### src/rtl/mem_bus_master.sv
// Memory bus master: turns one byte/halfword/word/doubleword request into MOV/MOC
// handshakes with a word-wide RAM, with alignment checking and a handshake timeout.
module mem_bus_master #(
  parameter int TIMEOUT = 15,
  parameter int ADDR_W  = 8
) (
  input  logic              CLK,
  input  logic              CLR,
  input  logic              req,
  input  logic              req_rw,
  input  logic [1:0]        req_type,
  input  logic              req_signed,
  input  logic [ADDR_W-1:0] req_addr,
  input  logic [63:0]       req_wdata,
  output logic              busy,
  output logic              done,
  output logic              err,
  output logic [63:0]       rdata,
  output logic              MOV,
  output logic              RW,
  output logic [ADDR_W-1:0] address,
  output logic [31:0]       DaIn,
  output logic [1:0]        typeData,
  input  logic [31:0]       DaOut,
  input  logic              MOC
);

  localparam int CNT_W = (TIMEOUT < 2) ? 1 : $clog2(TIMEOUT);
  localparam logic [CNT_W-1:0] CNT_LAST = CNT_W'(TIMEOUT - 1);

  typedef enum logic [1:0] {
    IDLE    = 2'd0,
    ISSUE   = 2'd1,
    RELEASE = 2'd2,
    DONE    = 2'd3
  } state_t;

  // Halfwords need bit 0 clear; words and doublewords need bits [1:0] clear.
  function automatic logic is_misaligned(input logic [1:0] typ, input logic [1:0] lsb);
    logic bad;
    case (typ)
      2'b00:   bad = 1'b0;
      2'b01:   bad = lsb[0];
      default: bad = (lsb != 2'b00);
    endcase
    return bad;
  endfunction

  function automatic logic [31:0] extend_read(input logic [1:0] typ, input logic sgn,
                                              input logic [31:0] d);
    logic [31:0] v;
    case (typ)
      2'b00:   v = {{24{sgn & d[7]}}, d[7:0]};
      2'b01:   v = {{16{sgn & d[15]}}, d[15:0]};
      default: v = d;
    endcase
    return v;
  endfunction

  state_t              state_r, state_s;
  logic [CNT_W-1:0]    cnt_r, cnt_s;
  logic                rw_r, rw_s;
  logic [1:0]          type_r, type_s;
  logic                signed_r, signed_s;
  logic [ADDR_W-1:0]   addr_r, addr_s;
  logic [63:0]         wdata_r, wdata_s;
  logic                second_r, second_s;
  logic                mov_r, mov_s;
  logic                bus_rw_r, bus_rw_s;
  logic [ADDR_W-1:0]   bus_addr_r, bus_addr_s;
  logic [31:0]         dain_r, dain_s;
  logic [1:0]          tdata_r, tdata_s;
  logic                busy_r;
  logic                done_r, done_s;
  logic                err_r, err_s;
  logic [63:0]         rdata_r, rdata_s;
  logic                timeout_s;

  assign timeout_s = (cnt_r == CNT_LAST);

  // Next-state and next-output computation for the handshake FSM.
  always_comb begin
    state_s    = state_r;
    cnt_s      = cnt_r;
    rw_s       = rw_r;
    type_s     = type_r;
    signed_s   = signed_r;
    addr_s     = addr_r;
    wdata_s    = wdata_r;
    second_s   = second_r;
    mov_s      = mov_r;
    bus_rw_s   = bus_rw_r;
    bus_addr_s = bus_addr_r;
    dain_s     = dain_r;
    tdata_s    = tdata_r;
    done_s     = 1'b0;
    err_s      = 1'b0;
    rdata_s    = rdata_r;

    case (state_r)
      IDLE: begin
        if (req) begin
          rw_s     = req_rw;
          type_s   = req_type;
          signed_s = req_signed;
          addr_s   = req_addr;
          wdata_s  = req_wdata;
          second_s = 1'b0;
          rdata_s  = 64'd0;
          if (is_misaligned(req_type, req_addr[1:0])) begin
            state_s = DONE;
            done_s  = 1'b1;
            err_s   = 1'b1;
          end else begin
            state_s    = ISSUE;
            cnt_s      = '0;
            mov_s      = 1'b1;
            bus_rw_s   = req_rw;
            bus_addr_s = req_addr;
            dain_s     = req_rw ? 32'd0 : req_wdata[31:0];
            // A doubleword travels as two word accesses.
            tdata_s    = (req_type == 2'b11) ? 2'b10 : req_type;
          end
        end else begin
          state_s = IDLE;
        end
      end

      ISSUE: begin
        if (MOC) begin
          state_s = RELEASE;
          cnt_s   = '0;
          mov_s   = 1'b0;
          if (rw_r) begin
            if (second_r) begin
              rdata_s[63:32] = DaOut;
            end else begin
              rdata_s[31:0] = extend_read(type_r, signed_r, DaOut);
            end
          end else begin
            rdata_s = rdata_r;
          end
        end else if (timeout_s) begin
          state_s = DONE;
          mov_s   = 1'b0;
          done_s  = 1'b1;
          err_s   = 1'b1;
        end else begin
          cnt_s = cnt_r + CNT_W'(1);
        end
      end

      RELEASE: begin
        if (!MOC) begin
          if ((type_r == 2'b11) && !second_r) begin
            state_s    = ISSUE;
            cnt_s      = '0;
            mov_s      = 1'b1;
            second_s   = 1'b1;
            bus_addr_s = addr_r + ADDR_W'(4);
            dain_s     = rw_r ? 32'd0 : wdata_r[63:32];
          end else begin
            state_s = DONE;
            done_s  = 1'b1;
          end
        end else if (timeout_s) begin
          state_s = DONE;
          done_s  = 1'b1;
          err_s   = 1'b1;
        end else begin
          cnt_s = cnt_r + CNT_W'(1);
        end
      end

      DONE: begin
        state_s = IDLE;
      end

      default: begin
        state_s = IDLE;
        mov_s   = 1'b0;
      end
    endcase
  end

  // State and registered outputs; CLR overrides every other input.
  always_ff @(posedge CLK) begin
    if (CLR) begin
      state_r    <= IDLE;
      cnt_r      <= '0;
      rw_r       <= 1'b1;
      type_r     <= 2'b00;
      signed_r   <= 1'b0;
      addr_r     <= '0;
      wdata_r    <= 64'd0;
      second_r   <= 1'b0;
      mov_r      <= 1'b0;
      bus_rw_r   <= 1'b1;
      bus_addr_r <= '0;
      dain_r     <= 32'd0;
      tdata_r    <= 2'b00;
      busy_r     <= 1'b0;
      done_r     <= 1'b0;
      err_r      <= 1'b0;
      rdata_r    <= 64'd0;
    end else begin
      state_r    <= state_s;
      cnt_r      <= cnt_s;
      rw_r       <= rw_s;
      type_r     <= type_s;
      signed_r   <= signed_s;
      addr_r     <= addr_s;
      wdata_r    <= wdata_s;
      second_r   <= second_s;
      mov_r      <= mov_s;
      bus_rw_r   <= bus_rw_s;
      bus_addr_r <= bus_addr_s;
      dain_r     <= dain_s;
      tdata_r    <= tdata_s;
      busy_r     <= (state_s != IDLE);
      done_r     <= done_s;
      err_r      <= err_s;
      rdata_r    <= rdata_s;
    end
  end

  assign busy     = busy_r;
  assign done     = done_r;
  assign err      = err_r;
  assign rdata    = rdata_r;
  assign MOV      = mov_r;
  assign RW       = bus_rw_r;
  assign address  = bus_addr_r;
  assign DaIn     = dain_r;
  assign typeData = tdata_r;

endmodule

### config.mk
export PLATFORM = sky130hd
export DESIGN_NAME = mem_bus_master
export DESIGN_NICKNAME = d
export VERILOG_FILES = /design/src/rtl/mem_bus_master.sv
export SDC_FILE = /design/constraint.sdc
export NUM_CORES = 1
export LEC_CHECK = 0
export CAP_MARGIN = 15
export CORE_MARGIN = 2
export CORE_UTILIZATION = 46
export DETAILED_ROUTE_END_ITERATION = 10
export GPL_TIMING_DRIVEN = 0
export PLACE_DENSITY = 0.93
export REMOVE_ABC_BUFFERS = 1
export SLEW_MARGIN = 10
export SYNTH_ARGS = -nofsm -noshare
export SYNTH_HDL_FRONTEND = slang
export SYNTH_SLANG_ARGS = --single-unit
### constraint.sdc
create_clock -name CLK -period 2.3 [get_ports CLK]
set_input_delay 0.46 -clock CLK [delete_from_list [all_inputs] [get_ports CLK]]
set_output_delay 0.46 -clock CLK [all_outputs]
set_load 0.005 [all_outputs]
==> results.md, run 1 <==
* RSZ-0062 raised after global routing: true
* Post-Synthesis Cells at 728
* Status: complete, no violations
* Layout area overhead at 46.1%
* Number of global-route vias before repair at 6,116
* Compound-gate portion of the synthesized area at 27.4%
* Hold crit path type: reg2reg
* Synth Flop Type: dfxtp_1
* Maximum VDD drop at 0.486 mV
* Clock-pin slew on the worst setup and hold paths at 60 ps
* Vias/cell at 5.73
* Post-Synth Simple-Gate Area at 14.8%
* Power Dens Cells at 773 nW/um^2
* Tot Pwr at 7.43 mW
* Syn Std Cell Area at 6570 um^2
* Min Tclk post-route at 2190 ps
* DP Worst Slack at -982 ps
* Final WL at 20,400 um
* Worst skew pair latency at 420 ps
* CP Capture Type: flip-flop
* Hold Fails Final Rpt at 0
* Routed len/inst at 18.3 um
* Worst-case clock buffer depth at 2
* H-tree depth at 4
* Worst-path fanout max at 13
* Endpoints failing setup at 0
* Crit share post-route at 95.4%
* Starting Density at 47.2%
* Die H at 124 um
* Num CTS Buffers at 17
* FFs w/ async S/R, synth at 0%
* Layout cells sized above 1 at 8.03%
* CTS tree: done
* HPWL after DPL at 13,100 um
* Maxcap violations at 0
* Die area at 15,300 um^2
* Die X at 124 um
* Antenna cells at 0
* Leakage at 3.33 nW
* Slew Viols, Final at 0
* Gr ovfl total at 0
* Yosys Warn Count at 0
* GRT Resource Usage Total at 26.3%
* Antenna Nets Post-Route at 0
* Adder-cell area share of the yosys netlist at 1.33%
* I/O Buffers at 222
* Yosys reg bits at 162
* DR pass1 iterations at 5
* Via count at 6,387
* IO Count at 223
* First-pass GRT wire length at 31,100 um
* Rel. slew slack at 41.2%
* DRC errors left at 0
* Num rows at 43
* Synth cell types at 60
* Multiplexer share of the synthesized area at 1.33%
* Setup Skew at 10.0 ps
* Worst Setup Start Kind: flip-flop
* Clk sink count at 162
* Fmax at 456 MHz
* Xor and xnor area share after synthesis at 0.400%
* Post-synth EDFFs at 0
* CP Data Arrival Time at 2490 ps
* Fin util at 68.9%
* Initial antenna violation count at 0
* Largest net degree at the start of global routing at 78
* Main combinational cell family by area after synthesis: compound AO/OA/AOI/OAI gates
* Core area at 13,900 um^2
* CTS Root Cell: clkbuf_16
* Worst EP required at 2600 ps
* Nets at 1,041
* WS Path Type: reg2reg
* Placer Congestion at 0.861
* DR iter-0 viols at 510
* Sequential area share after synthesis at 49.3%
* Min setup slack post-route at 105 ps
* Worst Tran Pin Value at 878 ps
* Avg Cell Area, Syn at 9.03 um^2
[synthesized netlist by cell type, drive strengths merged, types with 8 or more instances]
master	count	area (um^2)
nand2b	19	119
inv	9	33.8
a21oi	89	445
clkbuf	31	116
nand3	8	40.0
buf	30	206
o21ai	9	60.1
nor2	63	246
dfxtp	162	3240
nand2	106	400
a22oi	71	533
a22o	16	140
a211oi	48	365
[power by group]
group / switching, mW / total (mW) / internal [mW]
Clock: 1.11 / 2.89 / 1.78
Combinational: 0.711 / 1.41 / 0.700
Sequential: 0.124 / 3.13 / 3.00
[cells in the final DEF (no fill, tap or decap), drive strengths merged, types with 3 or more instances in the layout]
| master | count |
|---|---|
| o21ai | 9 |
| a31o | 5 |
| a31oi | 4 |
| dfxtp | 162 |
| a211oi | 48 |
| a22o | 16 |
| nand3 | 8 |
| nand2 | 106 |
| mux2 | 3 |
| and2 | 3 |
| nor3 | 4 |
| nand2b | 19 |
| inv | 9 |
| nor2 | 64 |
| ha | 7 |
| a22oi | 71 |
| clkbuf | 21 |
| buf | 12 |
| clkdlybuf4s50 | 221 |
| bufinv | 3 |
| clkinvlp | 3 |
| clkinv | 4 |
| mux2i | 5 |
| and3 | 3 |
| a21oi | 89 |
[timing repair]
item / 4_1_cts / 5_1_grt
cloned: 2 / 1
pin swaps: 4 / 3
endpoints found under the setup margin: 71 / 59
hold buffers: 0 / 0
setup buffers: 3 / 2
gates resized for setup: 4 / 3
[final timing paths]
path	startpoint	end	slack, ps	depth (start not counted)
max reg2reg	state_r[0]	DaIn[0]	110	7
max	state_r[0]	DaIn[0]	110	7
min reg2reg	wdata_r[35]	wdata_r[35]	450	2
min	wdata_r[35]	wdata_r[35]	450	2
[layer usage]
metal	global-route usage (%)	part of all wire (%)	routed length (um)
met1	31.3	40	8170
met5	0	0	0
met4	12.6	3.9	785
met3	5.21	6.5	1320
met2	45.1	50	10100
[cells by family after synthesis]
kind of cell	after synthesis
compound gates	263
simple gates	215
flops	162
buf+inv	70
mux	8
fa+ha+maj	7
xor+xnor	3
[area by class of cell]
cell class | count | area (um^2)
tap | 180 | 225
multi-input combinational | 499 | 3070
sequential | 162 | 3240
inverter | 9 | 33.8
timing repair buffer | 233 | 2430
fill | 1051 | 4330
clock inverter | 10 | 133
clock buffer | 21 | 470
[through the flow]
stage / setup TNS, ps / hold WS, ps / area, um^2 / std cells
3_3_place_gp: -479540 / 441 / 8700 / 1069
2_1_floorplan: -13240 / 430 / 6250 / 667
5_1_grt: -44.6 / 468 / 9600 / 1114
3_5_place_dp: -58030 / 446 / 8880 / 1075
6_report: 0 / 453 / 9600 / 1114
4_1_cts: -20.7 / 455 / 9540 / 1111
[critical path, cell delays in order (launching register included)]
cell and delay (ps):
dfxtp_1 420, inv_1 130, ha_2 270, and2_4 250
a32oi_2 380, nor2_4 140, buf_12 180, a211oi_1 320
[state kept, by name (all words and copies together) (netlist names), 2 cells and up]
name and flops:
state_r 2, rdata 64, typeData 2, DaIn 32
wdata_r 32, addr_r 8, type_r 2, address 8
cnt_r 4
Note: power is estimated with default switching activity, not from simulation.
==> run 2, diff against run 1 <==
--- a/config.mk
+++ b/config.mk
@@ -12,6 +12,7 @@
 export GPL_TIMING_DRIVEN = 0
 export PLACE_DENSITY = 0.93
 export REMOVE_ABC_BUFFERS = 1
+export SKIP_LAST_GASP = 1
 export SLEW_MARGIN = 10
 export SYNTH_ARGS = -nofsm -noshare
 export SYNTH_HDL_FRONTEND = slang
==> constraint.sdc (replaced) <==
create_clock -name CLK -period 2.3 [get_ports CLK]
set_input_delay 0.46 -clock CLK [delete_from_list [all_inputs] [get_ports CLK]]
set_output_delay 0.46 -clock CLK [all_outputs]
set_load 0.01 [all_outputs]
==> results.md, run 2 (synthesized netlist as in run 1, its figures left out) <==
* Fmax at 452 MHz (was 456 MHz)
* Routed len/inst at 18.3 um (about the same)
* Maximum VDD drop at 0.488 mV (was 0.486 mV)
* Num rows at 43 (unchanged)
* Min Tclk post-route at 2210 ps (was 2190 ps)
* DRC errors left at 0 (unchanged)
* CTS tree: done (unchanged)
* IO Count at 223 (unchanged)
* Clk network pwr share at 38.7% (was 38.9%)
* Worst Reg2Reg Path Length in Cells at 6 (was 7)
* Fin util at 68.9% (about the same)
* Maxcap violations at 0 (unchanged)
* Power Dens Cells at 779 nW/um^2 (was 773 nW/um^2)
* Status: complete, no violations (unchanged)
* Core area at 13,900 um^2 (unchanged)
* First-pass GRT wire length at 31,100 um (unchanged)
* Endpoints failing setup at 0 (unchanged)
* Critical path, cell by cell: inv_1, ha_1, inv_2, o21ai_4, a41oi_1, a211oi_1 (was inv_1, ha_2, and2_4, a32oi_2, nor2_4, buf_12, a211oi_1)
* Worst EP required at 2550 ps (was 2600 ps)
* Comb power frac at 19.5% (was 19.0%)
* Rel. slew slack at 41.0% (was 41.2%)
* H-tree depth at 4 (unchanged)
* Slack of the worst reg-to-reg path at 90 ps (was 110 ps)
* Gr ovfl total at 0 (unchanged)
* Commonest non-fill, non-tap cell in the layout: clkdlybuf4s50_1 (unchanged)
* Int Pwr at 5.48 mW (about the same)
* CTS Hold Bufs at 0 (unchanged)
* Via count at 6,349 (was 6,387)
* Crit path buffers/inverters at 2 (unchanged)
* Worst Tran Pin Value at 882 ps (was 878 ps)
* Hold crit path type: reg2reg (unchanged)
* Hold Fails Final Rpt at 0 (unchanged)
* Sequential Power Share at 41.8% (was 42.1%)
* Vias/cell at 5.70 (was 5.73)
* Antenna cells at 0 (unchanged)
* Tot Pwr at 7.48 mW (was 7.43 mW)
* Die X at 124 um (unchanged)
* Switching Share at 26.7% (was 26.2%)
* Most frequent cells in the layout: clkdlybuf4s50_1, dfxtp_1, nand2_1, a21oi_1, a22oi_1 (unchanged)
* I/O Buffers at 222 (unchanged)
* DP Cell Count at 1,075 (unchanged)
* Layout fillers at 1,052 (was 1,051)
* Non-Filler Instances at 1,114 (unchanged)
* Nets at 1,041 (unchanged)
* Delay-heaviest family, CP: compound AO/OA/AOI/OAI gates (unchanged)
* Worst Setup Start Kind: flip-flop (unchanged)
* Number of global-route vias before repair at 6,116 (unchanged)
* DR pass1 iterations at 5 (unchanged)
* WHS Endpoint: wdata_r[35] (unchanged)
* RR Startpoint: state_r[1] (was state_r[0])
* Clock-pin slew on the worst setup and hold paths at 60 ps (about the same)
* GRT Resource Usage Total at 26.3% (unchanged)
* CTS Root Cell: clkbuf_16 (unchanged)
* Die H at 124 um (unchanged)
* Starting Density at 47.2% (unchanged)
* Antenna Nets Post-Route at 0 (unchanged)
* Psw at 1.99 mW (was 1.95 mW)
* Die area at 15,300 um^2 (unchanged)
* Layout area overhead at 46.1% (about the same)
* Layout cells sized above 1 at 7.92% (was 8.03%)
* RSZ-0062 raised after global routing: true (unchanged)
* Worst-case clock buffer depth at 2 (unchanged)
* Min setup slack post-route at 88.3 ps (was 105 ps)
* Num CTS Buffers at 17 (unchanged)
* Final WL at 20,400 um (about the same)
* Largest net degree at the start of global routing at 78 (unchanged)
* WS Path Type: reg2reg (unchanged)
* Worst-path fanout max at 10 (was 13)
* Slew Viols, Final at 0 (unchanged)
* Largest register FFs at 64 (unchanged)
* R2R Path End: rdata[15] (was DaIn[0])
* Setup Skew at 9.33 ps (was 10.0 ps)
* CP Capture Type: flip-flop (unchanged)
* DR iter-0 viols at 487 (was 510)
* Placer Congestion at 0.861 (unchanged)
* Largest stage delay on the critical path at 590 ps (was 420 ps)
* CP Data Arrival Time at 2470 ps (was 2490 ps)
* HPWL after DPL at 13,100 um (unchanged)
* DP Worst Slack at -982 ps (unchanged)
* Leakage at 3.33 nW (about the same)
* Clk sink count at 162 (unchanged)
* Slowest-stage cell, CP: a41oi_1 (was dfxtp_1)
* Hold_sp: wdata_r[35] (unchanged)
* Hold depth at 2 (unchanged)
* Hold slack at 453 ps (about the same)
* Initial antenna violation count at 0 (unchanged)
* Crit share post-route at 96.2% (was 95.4%)
* Worst skew pair latency at 420 ps (about the same)
==> run 2: cell counts in the layout (fill, tap and decap cells not counted) <==
No cell type changed its count.
==> run 2: worst max-delay path by stage <==
stage / to / slack (ps) / from / depth (start not counted)
after detailed placement: DaIn[13] / -980 / req / 6
after global routing: rdata[10] / -60 / state_r[1] / 6
final: rdata[15] / 90 / state_r[1] / 6
after CTS: DaIn[0] / -20 / state_r[0] / 6
after floorplan: address[3] / -350 / type_r[1] / 4
after global placement: rdata[28] / -3700 / CLR / 3
==> run 2: cell type report <==
cell class              count  area [um^2]  area share [%]
clock buffers              21          470            4.90
clock inverters            10          133            1.38
inverters                   9         33.8           0.352
multi-input cells         499         3060            31.9
flip-flops and latches    162         3240            33.8
well taps                 180          225            2.35
repair buffers            233         2430            25.3
==> run 2: worst reg2reg max path, delay by kind of cell (launching register included) <==
family,cells,cell delay [ps]
fa+ha+maj,1,320
buf+inv,2,370
flops,1,430
compound gates,3,930
==> run 2: metrics by stage <==
stage / TNS [ps] / instance area, um^2
finish: 0 / 9600
global placement: -479540 / 8700
floorplan: -13240 / 6250
global route: -602 / 9600
detailed placement: -58030 / 8880
CTS: -20.7 / 9540
==> run 2: layer usage <==
| metal | GRT usage, % | vias to the layer above | part of all wire [%] |
|---|---|---|---|
| met3 | 5.21 | 57 | 6.2 |
| met4 | 12.6 | 0 | 3.8 |
| met1 | 31.3 | 3003 | 40 |
| li1 | - | 3030 | - |
| met5 | 0 | - | 0 |
| met2 | 45.1 | 259 | 50 |
==> run 2: what timing repair did <==
item                                    in CTS  in global routing
cloned                                       2                  1
endpoints found under the setup margin      71                 59
resized for setup                            4                  2
pin swaps                                    4                  3
setup buffers                                3                  2
==> run 2: power groups by stage <==
stage               Combinational [mW]  Clock [mW]  Sequential [mW]
floorplan                        0.584           0             3.22
global placement                  1.31           0             3.17
detailed placement                1.40           0             3.18
CTS                               1.43        2.92             3.13
global route                      1.57        3.05             3.15
finish                            1.46        2.89             3.13
